$ cat config.mk
export PLATFORM = sky130hd
export DESIGN_NAME = reg_wb_arbiter
export DESIGN_NICKNAME = d
export VERILOG_FILES = /design/src/rtl/reg_wb_arbiter.sv
export SDC_FILE = /design/constraint.sdc
export NUM_CORES = 1
export LEC_CHECK = 0
export BUFFER_PORTS_ARGS = -buffer_cell sky130_fd_sc_hd__buf_2
export CORE_ASPECT_RATIO = 0.8
export CORE_MARGIN = 5
export CORE_UTILIZATION = 30
export CTS_CLUSTER_SIZE = 14
export DETAILED_ROUTE_END_ITERATION = 8
export GPL_TIMING_DRIVEN = 1
export HOLD_SLACK_MARGIN = 0.03
export PLACE_DENSITY_LB_ADDON = 0.3
export SKIP_LAST_GASP = 1
export SYNTH_ARGS = -nofsm -noshare
export SYNTH_HDL_FRONTEND = slang
export SYNTH_SLANG_ARGS = --single-unit
$ cat constraint.sdc
create_clock -name clk -period 3.85 [get_ports clk]
set_clock_uncertainty 0.1 [all_clocks]
set_input_delay 0.385 -clock clk [delete_from_list [all_inputs] [get_ports clk]]
set_output_delay 0.385 -clock clk [all_outputs]
set_load 0.05 [all_outputs]
$ cat src/rtl/reg_wb_arbiter.sv
// Register-file write-port arbiter: merges single-cycle ALU results with queued
// slow-path results, with ALU priority bounded by a starvation guard.
module reg_wb_arbiter #(
   parameter int DEPTH        = 4,
   parameter int STARVE_LIMIT = 3
) (
   input  logic                     clk,
   input  logic                     rst_n,
   input  logic                     alu_valid,
   output logic                     alu_ready,
   input  logic [4:0]               alu_addr,
   input  logic [31:0]              alu_data,
   input  logic                     slow_valid,
   output logic                     slow_ready,
   input  logic [4:0]               slow_addr,
   input  logic [31:0]              slow_data,
   input  logic [4:0]               rd_addr1,
   input  logic [4:0]               rd_addr2,
   output logic                     pend_hit1,
   output logic                     pend_hit2,
   output logic                     wb_write,
   output logic [4:0]               wb_addr,
   output logic [31:0]              wb_data,
   output logic [$clog2(DEPTH):0]   fifo_count
);

   localparam int PW = $clog2(DEPTH);
   localparam int SW = $clog2(STARVE_LIMIT + 1);
   localparam logic [PW:0]   FULL_CNT  = (PW + 1)'(DEPTH);
   localparam logic [SW-1:0] LIMIT_CNT = SW'(STARVE_LIMIT);

   logic [4:0]    addrMem_q [DEPTH];
   logic [31:0]   dataMem_q [DEPTH];
   logic [PW-1:0] rdPtr_q, wrPtr_q;
   logic [PW:0]   count_q, count_d;
   logic [SW-1:0] starve_q, starve_d;
   logic          wbWrite_q;
   logic [4:0]    wbAddr_q;
   logic [31:0]   wbData_q;

   logic          fifoEmpty, fifoFull, forceIssue, aluIssue, popFifo, pushFifo;
   logic [PW-1:0] idx;

   // The FIFO head issues whenever the ALU does not; a FORCE simply suppresses the ALU.
   always_comb begin
      fifoEmpty  = (count_q == '0);
      fifoFull   = (count_q == FULL_CNT);
      forceIssue = (starve_q == LIMIT_CNT) && !fifoEmpty;
      aluIssue   = alu_valid && (alu_addr != 5'd0) && !forceIssue;
      popFifo    = !fifoEmpty && !aluIssue;
      pushFifo   = slow_valid && !fifoFull && (slow_addr != 5'd0);
      count_d    = count_q + (PW + 1)'(pushFifo) - (PW + 1)'(popFifo);
      if (popFifo || fifoEmpty)
         starve_d = '0;
      else if (starve_q != LIMIT_CNT)
         starve_d = starve_q + SW'(1);
      else
         starve_d = starve_q;
   end

   // Only the occupied window [rdPtr, rdPtr+count) is compared against decode addresses.
   always_comb begin
      pend_hit1 = 1'b0;
      pend_hit2 = 1'b0;
      idx       = '0;
      for (int k = 0; k < DEPTH; k++) begin
         idx = rdPtr_q + PW'(k);
         if ((PW + 1)'(k) < count_q) begin
            if (rd_addr1 != 5'd0 && addrMem_q[idx] == rd_addr1) pend_hit1 = 1'b1;
            if (rd_addr2 != 5'd0 && addrMem_q[idx] == rd_addr2) pend_hit2 = 1'b1;
         end
      end
   end

   always_ff @(posedge clk or negedge rst_n) begin
      if (!rst_n) begin
         for (int i = 0; i < DEPTH; i++) begin
            addrMem_q[i] <= '0;
            dataMem_q[i] <= '0;
         end
         rdPtr_q   <= '0;
         wrPtr_q   <= '0;
         count_q   <= '0;
         starve_q  <= '0;
         wbWrite_q <= 1'b0;
         wbAddr_q  <= '0;
         wbData_q  <= '0;
      end else begin
         if (pushFifo) begin
            addrMem_q[wrPtr_q] <= slow_addr;
            dataMem_q[wrPtr_q] <= slow_data;
            wrPtr_q            <= wrPtr_q + PW'(1);
         end
         if (popFifo) rdPtr_q <= rdPtr_q + PW'(1);
         count_q   <= count_d;
         starve_q  <= starve_d;
         wbWrite_q <= aluIssue || popFifo;
         if (aluIssue) begin
            wbAddr_q <= alu_addr;
            wbData_q <= alu_data;
         end else if (popFifo) begin
            wbAddr_q <= addrMem_q[rdPtr_q];
            wbData_q <= dataMem_q[rdPtr_q];
         end
      end
   end

   assign alu_ready  = !forceIssue;
   assign slow_ready = !fifoFull;
   assign fifo_count = count_q;
   assign wb_write   = wbWrite_q;
   assign wb_addr    = wbAddr_q;
   assign wb_data    = wbData_q;

endmodule

==> metrics list <==
* Routability cong.: 0.795
- Worst skew pair latency: 0.44 ns
- Dividing the detail-routed via count by the number of cells gives 4.73.
* Post-synthesis area per instance: 14.4 µm²
- The analysis attributes to cell leakage a power of 4.77 nW.
- Sum of overflow across all layers after global routing: 0
- The initialized floorplan defines 58 standard-cell rows.
* Tot GR Track Use: 0.131
* Total number of nets in the final design: 882
- Cell Count, Final, Fillers Out: 1217
* Average wire per cell in the routed design: 18.4 µm
* Clock tree from TritonCTS: built
- Number of nets with antenna violations after detailed routing: 0
* DIE AREA: 35500 µm²
* Transition time at the pin with the least slew margin: 0.832 ns
- Number of DRC markers after the initial detailed-route iteration: 263
- Xor/xnor cell area share of the yosys netlist: 0.0386
- Share of the synthesized area in compound gates (AO/OA/AOI/OAI): 0.0283
- The first global-routing pass estimated 36.5 mm of wire.
* R2R setup slack: 1.22 ns
- For this run, the slowest stage of the critical path takes 0.65 ns.
* Unrepaired setup endpoints after global routing: false
- Setup total negative slack: 0 ns
- Synthesis instantiated 38 different standard cells from the library.
- Dividing the final minimum period by the clock period gives 0.882.
- IO Count: 133
* Area grow syn2layout: 18.2%
- In the layout the commonest cells are 193 x dfrtp_1, 155 x mux2_2, 131 x buf_2, 41 x mux4_2, 37 x nor2_1.
* Status: finished clean
* Number of global-route vias before repair: 6084
- The final layout contains routed wiring with a total length of about 22 mm.
* Top area cells in the synthesized netlist: dfrtp_1 51%, mux2_2 18%, mux4_2 9.7%
- Synthesized-area fraction occupied by and/or/nand/nor cells: 0.0388
- Max Root-Sink Buffers: 2
- For this design the ratio of total power to cell area is 958 nW/µm².
- Number of synthesis warnings: 0
* CTS sink cnt: 195
* Count of endpoints failing hold in the final timing report: 0
- The min-delay analysis places its worst path in the category input pin to register.
* Pin count of the biggest net entering global routing: a little under 100
* Synthesized area: roughly 9500 µm²
- CTS H-tree lvls: 4
* DP Cell Count: roughly 1200
- Critical path, cell by cell: buf_4, mux4_2, xor2_1, o31ai_1, o21a_1, buf_2
- The first detailed-routing pass took 4 iterations.
- The initial utilization of the core area, before any placement, comes to 0.304.
- Count of cells resized by post-cts repair: 0
- Synthesized Nets: 762
- Max stage delay cell, worst path: dfrtp_2
* Fraction of final layout cells with drive strength greater than 1: 0.483
* Sum of internal, switching and leakage power: 10.8 mW
* CTS root buffer: clkbuf_16
- Required time of the critical path: about 3.4 ns
* Initial antenna violation count: 2
* Fraction of synthesized area in multiplexers: 0.341
* Input/output buffers: 132
* Syn Inst Count: 664
* Post-synthesis cell type with the largest combined area: dfrtp_1
- Data arrival time of the worst path: 2.91 ns
- Synthesis inferred about 200 register bits.
- Arithmetic-cell share of the synthesized area counting full adders, half adders and majority gates: 0.0139
- Counting the buffers created by CTS gives 17.
- Post-route DRC: 0
- For this run, the top clock speed supported by timing is 0.295 GHz.
- The library cell used most frequently in the layout, excluding fill and tap cells, is dfrtp_1.
- Once detailed placement completed, the half-perimeter wirelength came to roughly 15 mm.
- After synthesis, the largest family of logic cells by area is multiplexers.
- Number of maximum-capacitance violations: 0
- Register clock-pin slew on the reported worst setup and hold paths: 0.08 ns
- VDD sags by at most 0.000344 V.
- Measured along the y axis, the die boundary spans about 170 µm.
* Number of vias in the routed layout: 5761
* # setup viols final: 0
* Part of the Yosys area used for sequential elements: 0.511
* Count of inserted antenna diode cells: 0
- Type of element launching the critical path: register
- The floorplan step defined a core boundary enclosing 31400 µm².
* Number of setup buffers added after CTS: 0
- After clock tree synthesis, the flow added hold-fix buffers numbering 1.
- Worst Path Class, Setup: register to output pin
* Area fraction of the dominant cell type after synthesis: 0.511
- Measured against its own limit, the worst slew margin works out to 0.446.
- Final-layout worst hold slack: 0.0916 ns
- The number of max-slew violations in the final report was 0.
- The worst path in the final design needs a cycle of roughly 3.4 ns, including I/O delays and setup.
- Horiz. Die Dim: about 210 µm
- Category of the worst setup path capture point: output pin
- Along the worst path, the maximum fanout reaches 21.
where the power goes:
group          switching, mW  internal, mW  total [mW]
Sequential             0.662          3.11        3.77
Clock                  0.850         0.933        1.78
Combinational           2.68          2.57        5.25
synthesized netlist by cell type, drive strengths merged:
master / instances
o31ai: 1
o21ai: 1
nor4: 1
clkbuf: 14
mux2: 155
o32ai: 1
nand2b: 3
ha: 9
nor3: 7
xnor2: 31
inv: 8
nor2: 37
fa: 1
a21oi: 34
xor2: 11
o211ai: 1
or4: 1
mux2i: 35
buf: 31
nand4: 5
dfrtp: 195
a21boi: 2
nor3b: 1
nor2b: 1
nor4b: 2
mux4: 50
nand2: 16
o21a: 4
nand3: 4
a31o: 2
final timing paths:
kind,cells past startpoint,from,end
setup / recovery,6,rdPtr_q[1],pend_hit1
hold / removal,3,alu_data[18],wb_data[18]
setup reg to reg,10,fifo_count[1],fifo_count[2]
hold reg to reg,1,starve_q[0],starve_q[0]
max in group asynchronous,3,rst_n,dataMem_q[87]
min in group asynchronous,2,rst_n,wb_data[12]
layout make-up:
class,instances,area (µm²)
Sequential cell,195,4880
Clock inverter,14,151
Multi-Input combinational cell,416,4410
Inverter,8,30.0
Clock buffer,18,439
Fill cell,3060,20100
Timing Repair Buffer,146,840
Tap cell,420,526
sequential cells by signal (all words and copies together), names as in the netlist:
register,count
addrMem_q,20
wb_write,1
wb_addr,5
rdPtr_q,2
dataMem_q,128
fifo_count,3
wb_data,32
starve_q,2
wrPtr_q,2
kinds of logic (layout without fill, tap and decap cells):
logic type,after synthesis,count (layout)
AOI/OAI and AO/OA,46,46
xor gates and xnor gates,42,42
adders and majority gates,10,10
buffers and inverters,53,186
DFF,195,195
muxes,240,240
and+or+nand+nor,78,78
critical path: cells and delay by family (launching register included):
| kind | cells | cell delay (ns) |
|---|---|---|
| AO/OA/AOI/OAI | 2 | 0.44 |
| flip-flops | 1 | 0.65 |
| XOR/XNOR | 1 | 0.17 |
| multiplexers | 1 | 0.61 |
| buffers and inverters | 2 | 0.61 |
metrics by stage:
stage	area, µm²	utilization	setup WS [ns]
6_report	11300	0.359	0.455
2_1_floorplan	9540	-	0.566
3_5_place_dp	10700	0.340	0.925
4_1_cts	11300	0.359	0.420
5_1_grt	11300	0.359	0.296
3_3_place_gp	10700	0.340	0.922
layer usage:
layer  part of all wire  vias up  track usage  wire length (µm)
li1                   -     2677            -                 -
met2               0.43       97        0.191              9660
met3              0.045       16       0.0316              1000
met4             0.0080        4       0.0272               179
met1               0.51     2967        0.200             11500
met5            0.00063        -            0                14
Note: power is estimated with default switching activity, not from simulation.
